[src/rtl/exec_unit_if.sv]
// Handshake and register-file bus between the instruction controller and
// register file (master side) and the exec_unit execute stage (slave side).
interface exec_unit_if #(
  parameter int W = 16
);
  logic         start;
  logic [1:0]   op;
  logic [1:0]   shift;
  logic [2:0]   rd;
  logic [2:0]   rn;
  logic [2:0]   rm;
  logic [W-1:0] rf_a;
  logic [W-1:0] rf_b;
  logic [2:0]   rf_reg_a;
  logic [2:0]   rf_reg_b;
  logic [2:0]   rf_reg_w;
  logic [W-1:0] rf_data_in;
  logic         rf_write;
  logic         busy;
  logic         done;
  logic [2:0]   status;

  modport master (
    output start, op, shift, rd, rn, rm, rf_a, rf_b,
    input  rf_reg_a, rf_reg_b, rf_reg_w, rf_data_in, rf_write, busy, done, status
  );

  modport slave (
    input  start, op, shift, rd, rn, rm, rf_a, rf_b,
    output rf_reg_a, rf_reg_b, rf_reg_w, rf_data_in, rf_write, busy, done, status
  );
endinterface

[src/rtl/exec_unit.sv]
// Multi-cycle execute stage: IDLE -> LOAD -> EXEC -> WB, one operation at a time.
// Operands are read from the register file in LOAD, the shifted ALU result lands in C in EXEC.
module exec_unit #(
  parameter int W = 16
) (
  input  logic       clk,
  input  logic       reset,
  exec_unit_if.slave bus
);

  typedef enum logic [1:0] {
    S_IDLE = 2'd0,
    S_LOAD = 2'd1,
    S_EXEC = 2'd2,
    S_WB   = 2'd3
  } state_t;

  localparam logic [1:0] OP_ADD  = 2'b00;
  localparam logic [1:0] OP_CMP  = 2'b01;
  localparam logic [1:0] OP_AND  = 2'b10;
  localparam logic [1:0] OP_MVN  = 2'b11;
  localparam logic [1:0] SH_NONE = 2'b00;
  localparam logic [1:0] SH_LSL  = 2'b01;
  localparam logic [1:0] SH_LSR  = 2'b10;
  localparam logic [1:0] SH_ASR  = 2'b11;

  state_t       state_q, state_d;
  logic [1:0]   op_q, op_d;
  logic [1:0]   shift_q, shift_d;
  logic [2:0]   rd_q, rd_d;
  logic [2:0]   rn_q, rn_d;
  logic [2:0]   rm_q, rm_d;
  logic [W-1:0] a_q, a_d;
  logic [W-1:0] b_q, b_d;
  logic [W-1:0] c_q, c_d;
  logic [2:0]   status_q, status_d;
  logic         busy_q, busy_d;
  logic         done_q, done_d;
  logic         rf_write_q, rf_write_d;

  logic [W-1:0] bs_s;
  logic [W-1:0] alu_res_s;
  logic [2:0]   cmp_flags_s;

  always_comb begin
    bs_s = b_q;
    case (shift_q)
      SH_NONE: bs_s = b_q;
      SH_LSL:  bs_s = {b_q[W-2:0], 1'b0};
      SH_LSR:  bs_s = {1'b0, b_q[W-1:1]};
      SH_ASR:  bs_s = {b_q[W-1], b_q[W-1:1]};
      default: bs_s = b_q;
    endcase
  end

  // Flags are derived from the subtraction result; only CMP commits them.
  always_comb begin
    alu_res_s = '0;
    case (op_q)
      OP_ADD:  alu_res_s = a_q + bs_s;
      OP_CMP:  alu_res_s = a_q - bs_s;
      OP_AND:  alu_res_s = a_q & bs_s;
      OP_MVN:  alu_res_s = ~bs_s;
      default: alu_res_s = '0;
    endcase
    cmp_flags_s = {(alu_res_s == '0),
                   alu_res_s[W-1],
                   (a_q[W-1] != bs_s[W-1]) && (alu_res_s[W-1] != a_q[W-1])};
  end

  always_comb begin
    state_d    = state_q;
    op_d       = op_q;
    shift_d    = shift_q;
    rd_d       = rd_q;
    rn_d       = rn_q;
    rm_d       = rm_q;
    a_d        = a_q;
    b_d        = b_q;
    c_d        = c_q;
    status_d   = status_q;
    busy_d     = busy_q;
    done_d     = 1'b0;
    rf_write_d = 1'b0;
    case (state_q)
      S_IDLE: begin
        if (bus.start) begin
          op_d    = bus.op;
          shift_d = bus.shift;
          rd_d    = bus.rd;
          rn_d    = bus.rn;
          rm_d    = bus.rm;
          busy_d  = 1'b1;
          state_d = S_LOAD;
        end else begin
          state_d = S_IDLE;
        end
      end
      S_LOAD: begin
        a_d     = bus.rf_a;
        b_d     = bus.rf_b;
        state_d = S_EXEC;
      end
      S_EXEC: begin
        c_d = alu_res_s;
        if (op_q == OP_CMP) begin
          status_d = cmp_flags_s;
        end else begin
          status_d = status_q;
        end
        // done/rf_write are registered, so they are set on the way into WB.
        done_d     = 1'b1;
        rf_write_d = (op_q != OP_CMP);
        state_d    = S_WB;
      end
      S_WB: begin
        busy_d  = 1'b0;
        state_d = S_IDLE;
      end
      default: begin
        busy_d  = 1'b0;
        state_d = S_IDLE;
      end
    endcase
  end

  always_ff @(posedge clk) begin
    if (reset) begin
      state_q    <= S_IDLE;
      op_q       <= 2'b00;
      shift_q    <= 2'b00;
      rd_q       <= 3'b000;
      rn_q       <= 3'b000;
      rm_q       <= 3'b000;
      a_q        <= '0;
      b_q        <= '0;
      c_q        <= '0;
      status_q   <= 3'b000;
      busy_q     <= 1'b0;
      done_q     <= 1'b0;
      rf_write_q <= 1'b0;
    end else begin
      state_q    <= state_d;
      op_q       <= op_d;
      shift_q    <= shift_d;
      rd_q       <= rd_d;
      rn_q       <= rn_d;
      rm_q       <= rm_d;
      a_q        <= a_d;
      b_q        <= b_d;
      c_q        <= c_d;
      status_q   <= status_d;
      busy_q     <= busy_d;
      done_q     <= done_d;
      rf_write_q <= rf_write_d;
    end
  end

  assign bus.rf_reg_a   = rn_q;
  assign bus.rf_reg_b   = rm_q;
  assign bus.rf_reg_w   = rd_q;
  assign bus.rf_data_in = c_q;
  assign bus.rf_write   = rf_write_q;
  assign bus.busy       = busy_q;
  assign bus.done       = done_q;
  assign bus.status     = status_q;

endmodule

[src/flat_wrapper.sv]
// flat-port wrapper written by rule: the top's interface ports become plain ports
module exec_unit_flat 
#(
  parameter int W = 16
)
  (clk, reset, bus_start, bus_op, bus_shift, bus_rd, bus_rn, bus_rm, bus_rf_a, bus_rf_b, bus_rf_reg_a, bus_rf_reg_b, bus_rf_reg_w, bus_rf_data_in, bus_rf_write, bus_busy, bus_done, bus_status);
  exec_unit_if #(.W(W)) bus_i ();
  input  logic clk;
  input  logic reset;
  input wire logic [$bits(bus_i.start)-1:0] bus_start;
  input wire logic [$bits(bus_i.op)-1:0] bus_op;
  input wire logic [$bits(bus_i.shift)-1:0] bus_shift;
  input wire logic [$bits(bus_i.rd)-1:0] bus_rd;
  input wire logic [$bits(bus_i.rn)-1:0] bus_rn;
  input wire logic [$bits(bus_i.rm)-1:0] bus_rm;
  input wire logic [$bits(bus_i.rf_a)-1:0] bus_rf_a;
  input wire logic [$bits(bus_i.rf_b)-1:0] bus_rf_b;
  output wire logic [$bits(bus_i.rf_reg_a)-1:0] bus_rf_reg_a;
  output wire logic [$bits(bus_i.rf_reg_b)-1:0] bus_rf_reg_b;
  output wire logic [$bits(bus_i.rf_reg_w)-1:0] bus_rf_reg_w;
  output wire logic [$bits(bus_i.rf_data_in)-1:0] bus_rf_data_in;
  output wire logic [$bits(bus_i.rf_write)-1:0] bus_rf_write;
  output wire logic [$bits(bus_i.busy)-1:0] bus_busy;
  output wire logic [$bits(bus_i.done)-1:0] bus_done;
  output wire logic [$bits(bus_i.status)-1:0] bus_status;
  assign bus_i.start = bus_start;
  assign bus_i.op = bus_op;
  assign bus_i.shift = bus_shift;
  assign bus_i.rd = bus_rd;
  assign bus_i.rn = bus_rn;
  assign bus_i.rm = bus_rm;
  assign bus_i.rf_a = bus_rf_a;
  assign bus_i.rf_b = bus_rf_b;
  assign bus_rf_reg_a = bus_i.rf_reg_a;
  assign bus_rf_reg_b = bus_i.rf_reg_b;
  assign bus_rf_reg_w = bus_i.rf_reg_w;
  assign bus_rf_data_in = bus_i.rf_data_in;
  assign bus_rf_write = bus_i.rf_write;
  assign bus_busy = bus_i.busy;
  assign bus_done = bus_i.done;
  assign bus_status = bus_i.status;
  exec_unit #(.W(W)) u_core (.clk(clk), .reset(reset), .bus(bus_i));
endmodule
[config.mk]
export PLATFORM = sky130hd
export DESIGN_NAME = exec_unit_flat
export DESIGN_NICKNAME = d
export VERILOG_FILES = /design/src/rtl/exec_unit_if.sv /design/src/rtl/exec_unit.sv /design/src/flat_wrapper.sv
export SDC_FILE = /design/constraint.sdc
export NUM_CORES = 1
export LEC_CHECK = 0
export ABC_AREA = 1
export BUFFER_PORTS_ARGS = -buffer_cell sky130_fd_sc_hd__buf_2
export CAP_MARGIN = 20
export CORE_MARGIN = 2
export CORE_UTILIZATION = 61
export CTS_BUF_LIST = sky130_fd_sc_hd__clkbuf_16
export DETAILED_ROUTE_END_ITERATION = 7
export GPL_TIMING_DRIVEN = 1
export PLACE_DENSITY = 0.85
export SKIP_CTS_REPAIR_TIMING = 1
export SYNTH_ARGS = -nofsm -noshare
export SYNTH_HDL_FRONTEND = slang
export SYNTH_SLANG_ARGS = --single-unit
[constraint.sdc]
create_clock -name clk -period 5.5 [get_ports clk]
set_input_delay 0.55 -clock clk [delete_from_list [all_inputs] [get_ports clk]]
set_output_delay 0.55 -clock clk [all_outputs]
set_load 0.02 [all_outputs]
* Word-level counts from Yosys, hierarchy flattened
Cells that the tools add are included.
** Cells by class
- Add/subtract/negate cells :: 2
- Eq/ne operators :: 13
- Multiplexer cells :: 7
- Bitwise gates (word level) :: 3
- Reductions and logical operators :: 10
** Operator list (count)
- $pmux W16 S4 :: 2
- $add A16 B16 Y16 :: 1
- $and A16 B16 Y16 :: 1
- $logic_not A16 Y1 :: 1
- $not A16 Y16 :: 1
- $sub A16 B16 Y16 :: 1
- $eq A2 B2 Y1 const B :: 6
- $pmux W2 S4 :: 1
- $eq A2 B1 Y1 const B :: 3
- $logic_not A2 Y1 :: 3
- $reduce_and A2 Y1 :: 3
- $mux W1 :: 3
- $ne A1 B1 Y1 :: 2
- $ne A2 B1 Y1 const B :: 1
- $ne A2 B2 Y1 const B :: 1
- $pmux W1 S2 :: 1
- $reduce_bool A2 Y1 :: 1
- $reduce_or A2 Y1 :: 1
- $logic_and A1 B1 Y1 :: 1
- $not A1 Y1 :: 1
** Word-level totals
- Bits in registers :: 69
- Input port bits :: 48
- Output and inout port bits :: 31
- Logic and storage cells :: 48

* Longest topological paths before layout
Gate-level depths: netlist (run 1).
- Depth after elaboration :: 6
- Depth in mapped cells :: 28

* Worst setup path after synthesis (run 1)
Ideal clock, no wire load.
- Path kind :: register -> register
- Start :: reg u_core.shift_q[1]
- End :: reg u_core.c_q[15], in the netlist u_core.bus.rf_data_in[15]
- Slack :: 2306 ps
- Buffers on the path :: 2
- Data arrival time :: 3078 ps
- Stages on the path, launching flop included :: 28
- Path through :: dfxtp_1 > buf_6 > inv_2 > buf_6 > nand3_1 > nand3_1 > inv_2 > nand2_1 > nor2_2 > inv_1 > nor2_1 > nand2_1 > o31ai_1 > a21oi_1 > a21oi_1 > inv_1 > ha_1 > a21o_1 > a31oi_1 > o21ai_0 > a21oi_1 > nand3_1 > nand2_1 > nor2_1 > nor2_2 > nand2_1 > o211ai_1 > inv_1
** On the way
- Longest elaborated chain between the ends :: 4
- Elaborated cells between the ends (all ways) :: 10
** Ends and longest elaborated chain
- start: declaration :: RTL line exec_unit.sv:29 : logic [1:0] shift_q, shift_d;
- start signal: assignment :: RTL line exec_unit.sv:145 : shift_q <= shift_d;
- $eq A2 B2 Y1, or another cell as far along :: RTL line exec_unit.sv:47 : case (shift_q)
- $pmux W16 S4 (*) :: RTL line exec_unit.sv:47
- $sub A16 B16 Y16, or another cell as far along :: RTL line exec_unit.sv:61 : OP_CMP: alu_res_s = a_q - bs_s;
- $pmux W16 S4 (*) :: RTL line exec_unit.sv:59 : case (op_q)
- end signal: assignment :: RTL line exec_unit.sv:137 : c_q <= '0;
- end signal: assignment :: RTL line exec_unit.sv:151 : c_q <= c_d;
- end: declaration :: RTL line exec_unit.sv:35 : logic [W-1:0] c_q, c_d;
Every way passes the cells marked *; elsewhere a longest branch is shown, timed or not.
A chain may end at the register's enable or synchronous reset.

* Final worst setup path (run 1)
Ends and elaborated chain as after synthesis.

==> metrics.txt, run 1 <==
Routed WL per cell 14.46 µm; switching pwr 1.037 mW; WL final 12.35 mm; sw frac 0.4387; period utilisation layout 0.7631; reg2reg setup slack 1.30 ns; worst path required time 5.72 ns; Worst Path Class, Setup reg -> reg; sequential cell area fraction in the yosys report 0.3139; I/O pin total 79; Worst Hold Depth 3; Post-DP HPWL 9.321 mm; Sinks on Clock Net 69; largest net degree at the start of global routing 45; Slew @ Worst Pin 0.9025 ns; Fin. Hold Viols 0; Synth async-reset ratio 0; Yosys reg bits 69; worst r2r dst u_core.bus.rf_data_in[15]$_SDFFE_PP0P_; critical path peak fanout 18; Clock Latency Late Sink 0.33 ns; Avg Inst Size Synth 6.415 µm²; Final ANT Viol Nets 0; Synth Net Count 756; gr usage total 0.3229; post-route minimum period 4.197 ns; Hold Path Class in -> reg; Peak supply drop 0.2427 mV; # DRC 0; NumNets Final 823; max_slew headroom 0.3983; pwr/cell area 458.1 nW/µm²; Leak Pwr 2.738 nW; via count 4741; final setup violating endpoints 0; vias in the first global route 4410; row count 30; WHS 0.4373 ns; worst stage delay on the critical path 0.68 ns; number of max-cap violations 0; HP Start bus_rf_b[5]; Mapped Area 4400 µm²; cell count after synthesis 686; clock transition at the registers of the reported paths 0.06 ns; clock power share 0.273; Clock Skew 0.008598 ns; Critical Path End Type flop; Max Slew Vio Count 0; Max Freq 238.3 MHz; CTS max path bufs 2; Inst Count DP 836; worst-case reg-to-reg path depth 25; Synth Flop Type dfxtp_1; Final TNS setup 0 ns; Congestion Overflow GR 0; startpoint types flop; Post-synth EDFFs 0; Die X 88.94 µm; Port Buffer Count 78; Die H 88.94 µm; Logic pwr share 0.467; r2r startpoint u_core.shift_q[1]$_SDFFE_PP0P_; Core ar. 6869 µm²; antenna violations before repair 0; H-tree levels 3; First-pass DRT Iterations 5; Synth cell types 33; Die ar. 7909 µm²; Reg power frac 0.260; P_int 1.326 mW; Worst Hold End u_core.b_q[5]$_SDFFE_PP0N_; ant diodes 0; gp weighted congestion 0.9460; Syn-to-layout area delta 17.20%; total CTS buffers 9; Starting Density 0.6406; Slowest-stage cell, CP dfxtp_1; number of DRC markers in iteration 0 349; first-pass GRT wire length 19.84 mm; Root Buffer Master clkbuf_16; via density per instance 5.552; RSZ-0062 raised after global routing no; critical path arrival 4.42 ns; CTS tree built; synth warn 0; layout cell share with drive strength beyond 1 0.1609; fin cells 854; outcome finished clean
## state kept, by name, summed over array words and instances (netlist names)
name	cells
u_core.bus.busy	1
u_core.bus.rf_write	1
u_core.shift_q	2
u_core.bus.rf_data_in	16
u_core.bus.rf_reg_w	3
u_core.op_q	2
u_core.bus.rf_reg_a	3
u_core.bus.rf_reg_b	3
u_core.b_q	16
u_core.state_q	2
u_core.a_q	16
u_core.bus.status	3
u_core.bus.done	1
## power groups by stage
stage	sequential (mW)	combinational (mW)	clock (mW)
global route	0.621	1.23	0.668
CTS	0.612	1.07	0.648
finish	0.615	1.10	0.645
global placement	0.620	1.05	0
floorplan	0.636	0.777	0
detailed placement	0.622	1.06	0
## layout make-up
| class | instances | area (µm²) |
|---|---|---|
| clock buffer | 9 | 225.2 |
| clock inverter | 7 | 105.1 |
| fill | 556 | 1712 |
| inverter | 87 | 326.6 |
| multi-input combinational | 505 | 2566 |
| sequential | 69 | 1381 |
| tap | 96 | 120.1 |
| timing repair buffer | 81 | 432.9 |
## synth_stat cells, types with 2 or more instances
cell / n / area share
a21o_1: 2 / 0.0034
nand3_2: 8 / 0.018
o21bai_1: 2 / 0.0034
clkbuf_1: 16 / 0.014
a31oi_1: 8 / 0.011
xor2_1: 11 / 0.022
buf_1: 2 / 0.0017
o211ai_1: 10 / 0.017
inv_1: 82 / 0.070
a21oi_1: 37 / 0.042
dfxtp_1: 69 / 0.31
xnor2_1: 5 / 0.010
buf_2: 2 / 0.0023
nand4_1: 5 / 0.0071
buf_6: 3 / 0.0077
buf_4: 2 / 0.0034
nor3_1: 5 / 0.0057
nor2_1: 115 / 0.098
nand3_1: 44 / 0.050
inv_2: 4 / 0.0034
o21ai_2: 2 / 0.0040
nand2_1: 142 / 0.12
ha_1: 21 / 0.060
o21ai_0: 70 / 0.080
o31ai_1: 2 / 0.0034
nor2_2: 8 / 0.011
nand2_2: 3 / 0.0043
## critical path: cells and delay by family, from the launching register on
family                   cells  cell delay (ns)
AND/OR/NAND/NOR             12             1.45
AO/OA/AOI/OAI                8             1.17
flip-flops                   1             0.68
buffers and inverters        4             0.45
adder cells (fa/ha/maj)      1             0.31
## how the worst max path moves through the flow
stage / slack (ns) / from / end
floorplan: 2.31 / u_core.shift_q[1]$_SDFFE_PP0P_ / u_core.bus.rf_data_in[15]$_SDFFE_PP0P_
global placement: 1.63 / u_core.shift_q[1]$_SDFFE_PP0P_ / u_core.bus.rf_data_in[15]$_SDFFE_PP0P_
detailed placement: 1.44 / u_core.shift_q[1]$_SDFFE_PP0P_ / u_core.bus.rf_data_in[15]$_SDFFE_PP0P_
CTS: 1.40 / u_core.shift_q[1]$_SDFFE_PP0P_ / u_core.bus.rf_data_in[15]$_SDFFE_PP0P_
global route: 0.82 / u_core.shift_q[1]$_SDFFE_PP0P_ / u_core.bus.rf_data_in[15]$_SDFFE_PP0P_
finish: 1.30 / u_core.shift_q[1]$_SDFFE_PP0P_ / u_core.bus.rf_data_in[15]$_SDFFE_PP0P_
## routing by layer
layer / global-route usage / wire length (µm) / share of wire / vias to the layer above
met3: 0.06741 / 794 / 0.064 / 35
met4: 0.1425 / 378 / 0.031 / 0
met5: 0 / 0 / 0 / -
met2: 0.5387 / 5817 / 0.47 / 206
li1: - / - / - / 2347
met1: 0.4039 / 5359 / 0.43 / 2153
## placed cells by master (no fill, tap or decap), drive strengths merged
cell type,count
o31ai,2
clkinv,2
nand3b,1
o21a,1
nor3,5
nor2,123
inv,89
buf,81
nand3,52
o211ai,10
a31oi,8
xnor2,5
clkbuf,9
a21oi,37
o22ai,1
bufinv,2
nand2,145
fa,1
o21ai,72
clkinvlp,1
o221ai,1
o21bai,2
ha,21
a21o,2
dfxtp,69
nand4,5
xor2,11
## through the flow
stage	instance area [µm²]	setup WS, ns	utilization	power, mW
detailed placement	4792	1.439	0.6976	1.683
global placement	4792	1.630	0.6976	1.666
finish	5157	1.303	0.7508	2.363
global route	5157	0.8194	0.7508	2.517
floorplan	4400	2.306	-	1.413
CTS	5122	1.403	0.7457	2.332
## kinds of logic (layout without fill, tap and decap cells)
logic type,Yosys count,after routing,share of synthesized area
buffers and inverters,112,184,0.1029
xor gates and xnor gates,16,16,0.03184
AOI/OAI and AO/OA,136,136,0.1695
DFF,69,69,0.3139
and+or+nand+nor,331,331,0.3176
adders and majority gates,22,22,0.06426
No activity file was read; power rests on OpenSTA's default activity.
==> inputs of run 2 (changes only) <==
CORE_UTILIZATION = 51   (was 61)
PLACE_DENSITY = 0.76   (was 0.85)
clock period = 3.45 ns   (was 5.5 ns; I/O delays follow)
==> run 2 against run 1 <==
Global-route usage fell by 5.9 points. Combinational power rose by 76%. Clock skew fell by 0.0031 ns. Utilization fell by 8.9 points. Routed wire length rose by 1.3%. Largest power group unchanged. Via count rose by 0.46%. Critical path depth rose by 1. Sequential power rose by 58%. Worst hold slack got worse by 0.20 ns.
==> metrics.txt, run 2 (synthesis gave the netlist of run 1 again) <==
WL final 12.51 mm (+1.3%); via density per instance 5.346 (-3.7%); Clock Skew 0.005525 ns (-0.003073 ns); critical path arrival 3.65 ns (-0.77 ns); number of DRC markers in iteration 0 443 (+27%); clock transition at the registers of the reported paths 0.06 ns (about the same); gr usage total 0.2642 (-0.05869); Clock Latency Late Sink 0.33 ns (about the same); P_int 2.157 mW (+63%); first-pass GRT wire length 20.65 mm (+4.1%); vias in the first global route 4420 (+0.23%); clock power share 0.242 (-0.031); most frequent cells in the layout nand2_1 (137), nor2_1 (108), inv_1 (81), buf_2 (78); CTS max path bufs 2 (unchanged); most common cell after layout, fill and taps aside nand2_1; largest net degree at the start of global routing 60 (+33%); Storage cell area 1389 µm² (+0.54%); WHS 0.2368 ns (-0.2006 ns); Worst Path Class, Setup reg -> reg; number of max-cap violations 0 (unchanged); Die ar. 9388 µm² (+19%); NumNets Final 851 (+3.4%); area of the multi-input gates 2716 µm² (+5.9%); First-pass DRT Iterations 5 (unchanged); CTS tree built; layout cell share with drive strength beyond 1 0.2252 (+0.06424); Hold Path Class in -> reg; outcome finished clean; worst r2r dst u_core.bus.rf_data_in[15]$_SDFFE_PP0P_; critical path peak fanout 8 (-10); worst-case reg-to-reg path depth 26 (+4.0%); Critical Path End Type flop; Sinks on Clock Net 69 (unchanged); sw frac 0.4378 (-0.0009100); fin cells 891 (+4.3%); post-route minimum period 3.429 ns (-0.7676 ns); total CTS buffers 9 (unchanged); Peak supply drop 0.3019 mV (+24%); fill count 754 (+36%); RSZ-0062 raised after global routing yes; gp weighted congestion 0.8953 (-5.4%); antenna violations before repair 0 (unchanged); Critical path origin u_core.shift_q[1]$_SDFFE_PP0P_; Starting Density 0.5302 (-0.1104); final setup violating endpoints 0 (unchanged); Port Buffer Count 78 (unchanged); Max Slew Vio Count 0 (unchanged); ant diodes 0 (unchanged); pre-CTS WS -0.09743 ns (-1.536 ns); r2r startpoint u_core.shift_q[1]$_SDFFE_PP0P_; Congestion Overflow GR 0 (unchanged); Reg power frac 0.253 (-0.007); Worst Hold Depth 3 (unchanged); period utilisation layout 0.9940 (+0.2309); startpoint types flop; Die X 96.89 µm (+8.9%); Core ar. 8299 µm² (+21%); Die H 96.89 µm (+8.9%); I/O pin total 79 (unchanged); worst path required time 3.67 ns (-2.05 ns); HP Start bus_rf_b[10]; worst setup margin 0.02061 ns (-1.282 ns); via count 4763 (+0.46%); reg2reg setup slack 0.02 ns (-1.28 ns); Worst Hold End u_core.b_q[10]$_SDFFE_PP0N_; Leak Pwr 2.892 nW (+5.6%); Slew @ Worst Pin 0.9073 ns (+0.004751 ns); Fin. Hold Viols 0 (unchanged); max_slew headroom 0.3945 (-0.003833); Syn-to-layout area delta 24.79%; H-tree levels 3 (unchanged); Logic pwr share 0.505 (+0.038); pwr/cell area 698.8 nW/µm² (+53%); Max Freq 291.6 MHz (+22%); Final ANT Viol Nets 0 (unchanged); Root Buffer Master clkbuf_16; # DRC 0 (unchanged); Routed WL per cell 14.04 µm (-2.9%); switching pwr 1.680 mW (+62%); Post-DP HPWL 9.186 mm (-1.4%); row count 33 (+10%); Inst Count DP 866 (+3.6%)
==> run 2: per-stage QoR <==
stage	util	setup TNS [ns]	cell area [µm²]	total power, mW
finish	0.6617	0	5492	3.838
global route	0.6617	-1.123	5492	4.121
CTS	0.6338	-0.6376	5260	3.640
detailed placement	0.5978	-0.2563	4961	2.702
global placement	0.5978	0	4961	2.670
floorplan	-	0	4400	2.253
==> run 2: critical path, cell delays in order, from the launching register on <==
cell	delay (ns)
dfxtp_4	0.40
buf_6	0.15
nor2_4	0.05
nand2_1	0.07
nand3_2	0.08
nor2_2	0.12
nand2_1	0.10
nor2_4	0.11
inv_2	0.07
nor2_4	0.11
nand2_2	0.08
o31ai_2	0.21
a21oi_1	0.11
a21oi_1	0.13
inv_1	0.09
ha_4	0.28
inv_1	0.05
nor3_1	0.16
inv_1	0.09
nor3_2	0.17
a21oi_2	0.10
a21oi_1	0.15
nor2_2	0.06
nor2_2	0.14
nand2_1	0.08
o211ai_1	0.09
inv_1	0.06
==> run 2: power groups by stage <==
stage | Clock [mW] | Sequential (mW) | Combinational (mW)
6_report | 0.927 | 0.973 | 1.94
5_1_grt | 0.973 | 0.985 | 2.16
4_1_cts | 0.939 | 0.967 | 1.73
3_5_place_dp | 0 | 0.983 | 1.72
3_3_place_gp | 0 | 0.981 | 1.69
2_1_floorplan | 0 | 1.01 | 1.24
==> run 2: how the worst max path moves through the flow <==
stage,cells past startpoint,end,slack (ns)
final,26,u_core.bus.rf_data_in[15]$_SDFFE_PP0P_,0.02
after global routing,22,u_core.bus.rf_data_in[14]$_SDFFE_PP0P_,-0.23
after CTS,25,u_core.bus.rf_data_in[15]$_SDFFE_PP0P_,-0.19
after detailed placement,25,u_core.bus.rf_data_in[15]$_SDFFE_PP0P_,-0.1
after global placement,23,u_core.bus.rf_data_in[13]$_SDFFE_PP0P_,0.08
after floorplan,27,u_core.bus.rf_data_in[15]$_SDFFE_PP0P_,0.26
==> run 2: routing by layer <==
metal  global-route usage  vias to the layer above  part of all wire
met1               0.3489                     2159              0.45
met2               0.4370                      174              0.47
met3              0.04408                       29             0.060
met5                    0                        -                 0
met4              0.09101                        0             0.019
li1                     -                     2401                 -
==> run 2: area by class of cell <==
| cell class | instances | share of cell area |
|---|---|---|
| multi-input cells | 505 | 0.4946 |
| flip-flops and latches | 69 | 0.2529 |
| repair buffers | 109 | 0.1141 |
| inverters | 87 | 0.05992 |
| clock buffers | 9 | 0.04101 |
| well taps | 105 | 0.02392 |
| clock inverters | 7 | 0.01344 |
==> inputs of run 3 (changes only) <==
REMOVE_ABC_BUFFERS = 1   (was default)
==> run 3 against run 2 <==
Critical path depth decreased by 1. Combinational power decreased by 5%. Via count decreased by 3.7%. Largest cell class unchanged. Sequential power decreased by 0.8%. Final cell count decreased by 0.22%. Clock skew increased by 0.0030 ns.
==> metrics.txt, run 3 (synthesis gave the netlist of run 1 again) <==
Routed WL per cell 13.40 µm (-4.5%); WL final 11.92 mm (-4.7%); I/O pin total 79 (unchanged); layout cell share with drive strength beyond 1 0.2181 (-0.007079); # DRC 0 (unchanged); WHS 0.2330 ns (-0.003772 ns); clock transition at the registers of the reported paths 0.06 ns (about the same); reg2reg setup slack 0.16 ns (+0.14 ns); placed cell area 4999 µm² (+0.76%); most common cell after layout, fill and taps aside nand2_1; CTS tree built; largest net degree at the start of global routing 32 (-47%); Final ANT Viol Nets 0 (unchanged); critical path arrival 3.50 ns (-0.15 ns); Syn-to-layout area delta 24.85% (about the same); Die H 96.89 µm (unchanged); row count 33 (unchanged); pre-CTS WS -0.01149 ns (+0.08595 ns); Max Slew Vio Count 0 (unchanged); Worst Hold Depth 3 (unchanged); Sinks on Clock Net 69 (unchanged); Hold Path Class in -> reg; NumNets Final 850 (-0.12%); first-pass GRT wire length 19.91 mm (-3.6%); Worst Path Class, Setup reg -> reg; RSZ-0062 raised after global routing yes; gr usage total 0.2536 (-0.01054); Worst Hold End u_core.a_q[12]$_SDFFE_PP0N_; Peak supply drop 0.3078 mV (+1.9%); Port Buffer Count 78 (unchanged); Fin. Hold Viols 0 (unchanged); H-tree levels 3 (unchanged); gp weighted congestion 0.8820 (-1.5%); final setup violating endpoints 0 (unchanged); HP Start bus_rf_a[12]; worst r2r dst u_core.bus.status[1]$_SDFFE_PP0P_; Max Freq 304.3 MHz (+4.4%); startpoint types flop; Clock Latency Late Sink 0.33 ns (about the same); Slew @ Worst Pin 0.8243 ns (-0.08303 ns); fill count 770 (+2.1%); Post-DP HPWL 9.069 mm (-1.3%); critical path peak fanout 6 (-2); Leak Pwr 2.896 nW (+0.12%); via count 4586 (-3.7%); via density per instance 5.159 (-3.5%); number of DRC markers in iteration 0 229 (-48%); Clock Skew 0.008498 ns (+0.002973 ns); vias in the first global route 4338 (-1.9%); r2r startpoint u_core.shift_q[1]$_SDFFE_PP0P_; most frequent cells in the layout nand2_1 (140), nor2_1 (109), inv_1 (81), buf_2 (79), o21ai_0 (69); Core ar. 8299 µm² (unchanged); worst-case reg-to-reg path depth 25 (-3.8%); outcome finished clean; number of max-cap violations 0 (unchanged); Critical Path End Type flop; Congestion Overflow GR 0 (unchanged); fin area 5494 µm² (about the same); Final Core Density 0.6620 (about the same); period utilisation layout 0.9525 (-0.04152); total CTS buffers 9 (unchanged); worst setup margin 0.1639 ns (+0.1432 ns); ant diodes 0 (unchanged); First-pass DRT Iterations 5 (unchanged); Storage cell area 1389 µm² (unchanged); Die ar. 9388 µm² (unchanged); Starting Density 0.5302 (unchanged); worst path required time 3.67 ns (about the same); pwr/cell area 704.9 nW/µm² (+0.87%); area of the multi-input gates 2688 µm² (-1.1%); Root Buffer Master clkbuf_16; CTS max path bufs 2 (unchanged); Final TNS setup 0 ns (unchanged); post-route minimum period 3.286 ns (-0.1432 ns); antenna violations before repair 0 (unchanged); Die X 96.89 µm (unchanged); max_slew headroom 0.4499 (+0.05542)
## run 3: changes by cell type in the layout (fill, tap and decap cells not counted), moves of 2 or more
| cell | change |
|---|---|
| buf_4 | -3 |
| bufinv_16 | +2 |
| nand2_1 | +3 |
| nand2_2 | -3 |
| nand3_2 | +3 |
| nand3_4 | -3 |
| o21ai_0 | +2 |
| o21ai_1 | -2 |
## run 3: through the flow
| stage | cells | power [mW] |
|---|---|---|
| 6_report | 889 | 3.873 |
| 5_1_grt | 889 | 4.174 |
| 4_1_cts | 886 | 3.770 |
| 3_5_place_dp | 871 | 2.698 |
| 3_3_place_gp | 871 | 2.676 |
| 2_1_floorplan | 661 | 2.225 |
## run 3: power breakdown
part / internal (mW) / total [mW] / switching [mW]
sequential: 0.895 / 0.965 / 0.0706
combinational: 0.667 / 1.85 / 1.19
clock: 0.703 / 1.06 / 0.352
total: 2.26 / 3.87 / 1.61
## run 3: per-layer routing
layer	wire [µm]	track usage	share of wire
met1	5658	0.3368	0.47
met2	5581	0.4311	0.47
met3	521	0.03540	0.044
met4	155	0.06934	0.013
met5	0	0	0
## run 3: area by class of cell
cell class,instances,share of cell area
repair buffers,108,0.1130
clock inverters,6,0.02027
multi-input cells,505,0.4892
inverters,87,0.05990
flip-flops and latches,69,0.2528
clock buffers,9,0.04099
well taps,105,0.02391
## run 3: worst max-delay path, cell delays in order, from the launching register on
cell      delay [ns]
dfxtp_4         0.37
buf_6           0.13
nand2_1         0.07
nand3_2         0.11
nor2_4          0.15
nand2_4         0.07
nor2_4          0.09
inv_2           0.06
nor2_4          0.12
nand2_2         0.07
o31ai_2         0.23
a21oi_1         0.09
a21oi_1         0.14
inv_1           0.09
ha_4            0.23
a21o_1          0.15
a31oi_1         0.14
o21ai_1         0.10
a21oi_2         0.19
nand3_2         0.10
nand2_1         0.07
nor2_1          0.05
nor2_2          0.14
nand2_1         0.06
o211ai_1        0.09
inv_1           0.05
## run 3: worst max-delay path by stage
stage                                        start                                     end  slack [ns]  depth (start not counted)
floorplan           u_core.shift_q[1]$_SDFFE_PP0P_  u_core.bus.rf_data_in[15]$_SDFFE_PP0P_       -0.07                         25
global placement    u_core.shift_q[0]$_SDFFE_PP0P_       u_core.bus.status[1]$_SDFFE_PP0P_        0.09                         25
detailed placement  u_core.shift_q[0]$_SDFFE_PP0P_       u_core.bus.status[1]$_SDFFE_PP0P_       -0.01                         25
CTS                 u_core.shift_q[0]$_SDFFE_PP0P_       u_core.bus.status[1]$_SDFFE_PP0P_       -0.03                         25
global route        u_core.shift_q[0]$_SDFFE_PP0P_  u_core.bus.rf_data_in[15]$_SDFFE_PP0P_       -0.13                         26
finish              u_core.shift_q[1]$_SDFFE_PP0P_       u_core.bus.status[1]$_SDFFE_PP0P_        0.16                         25
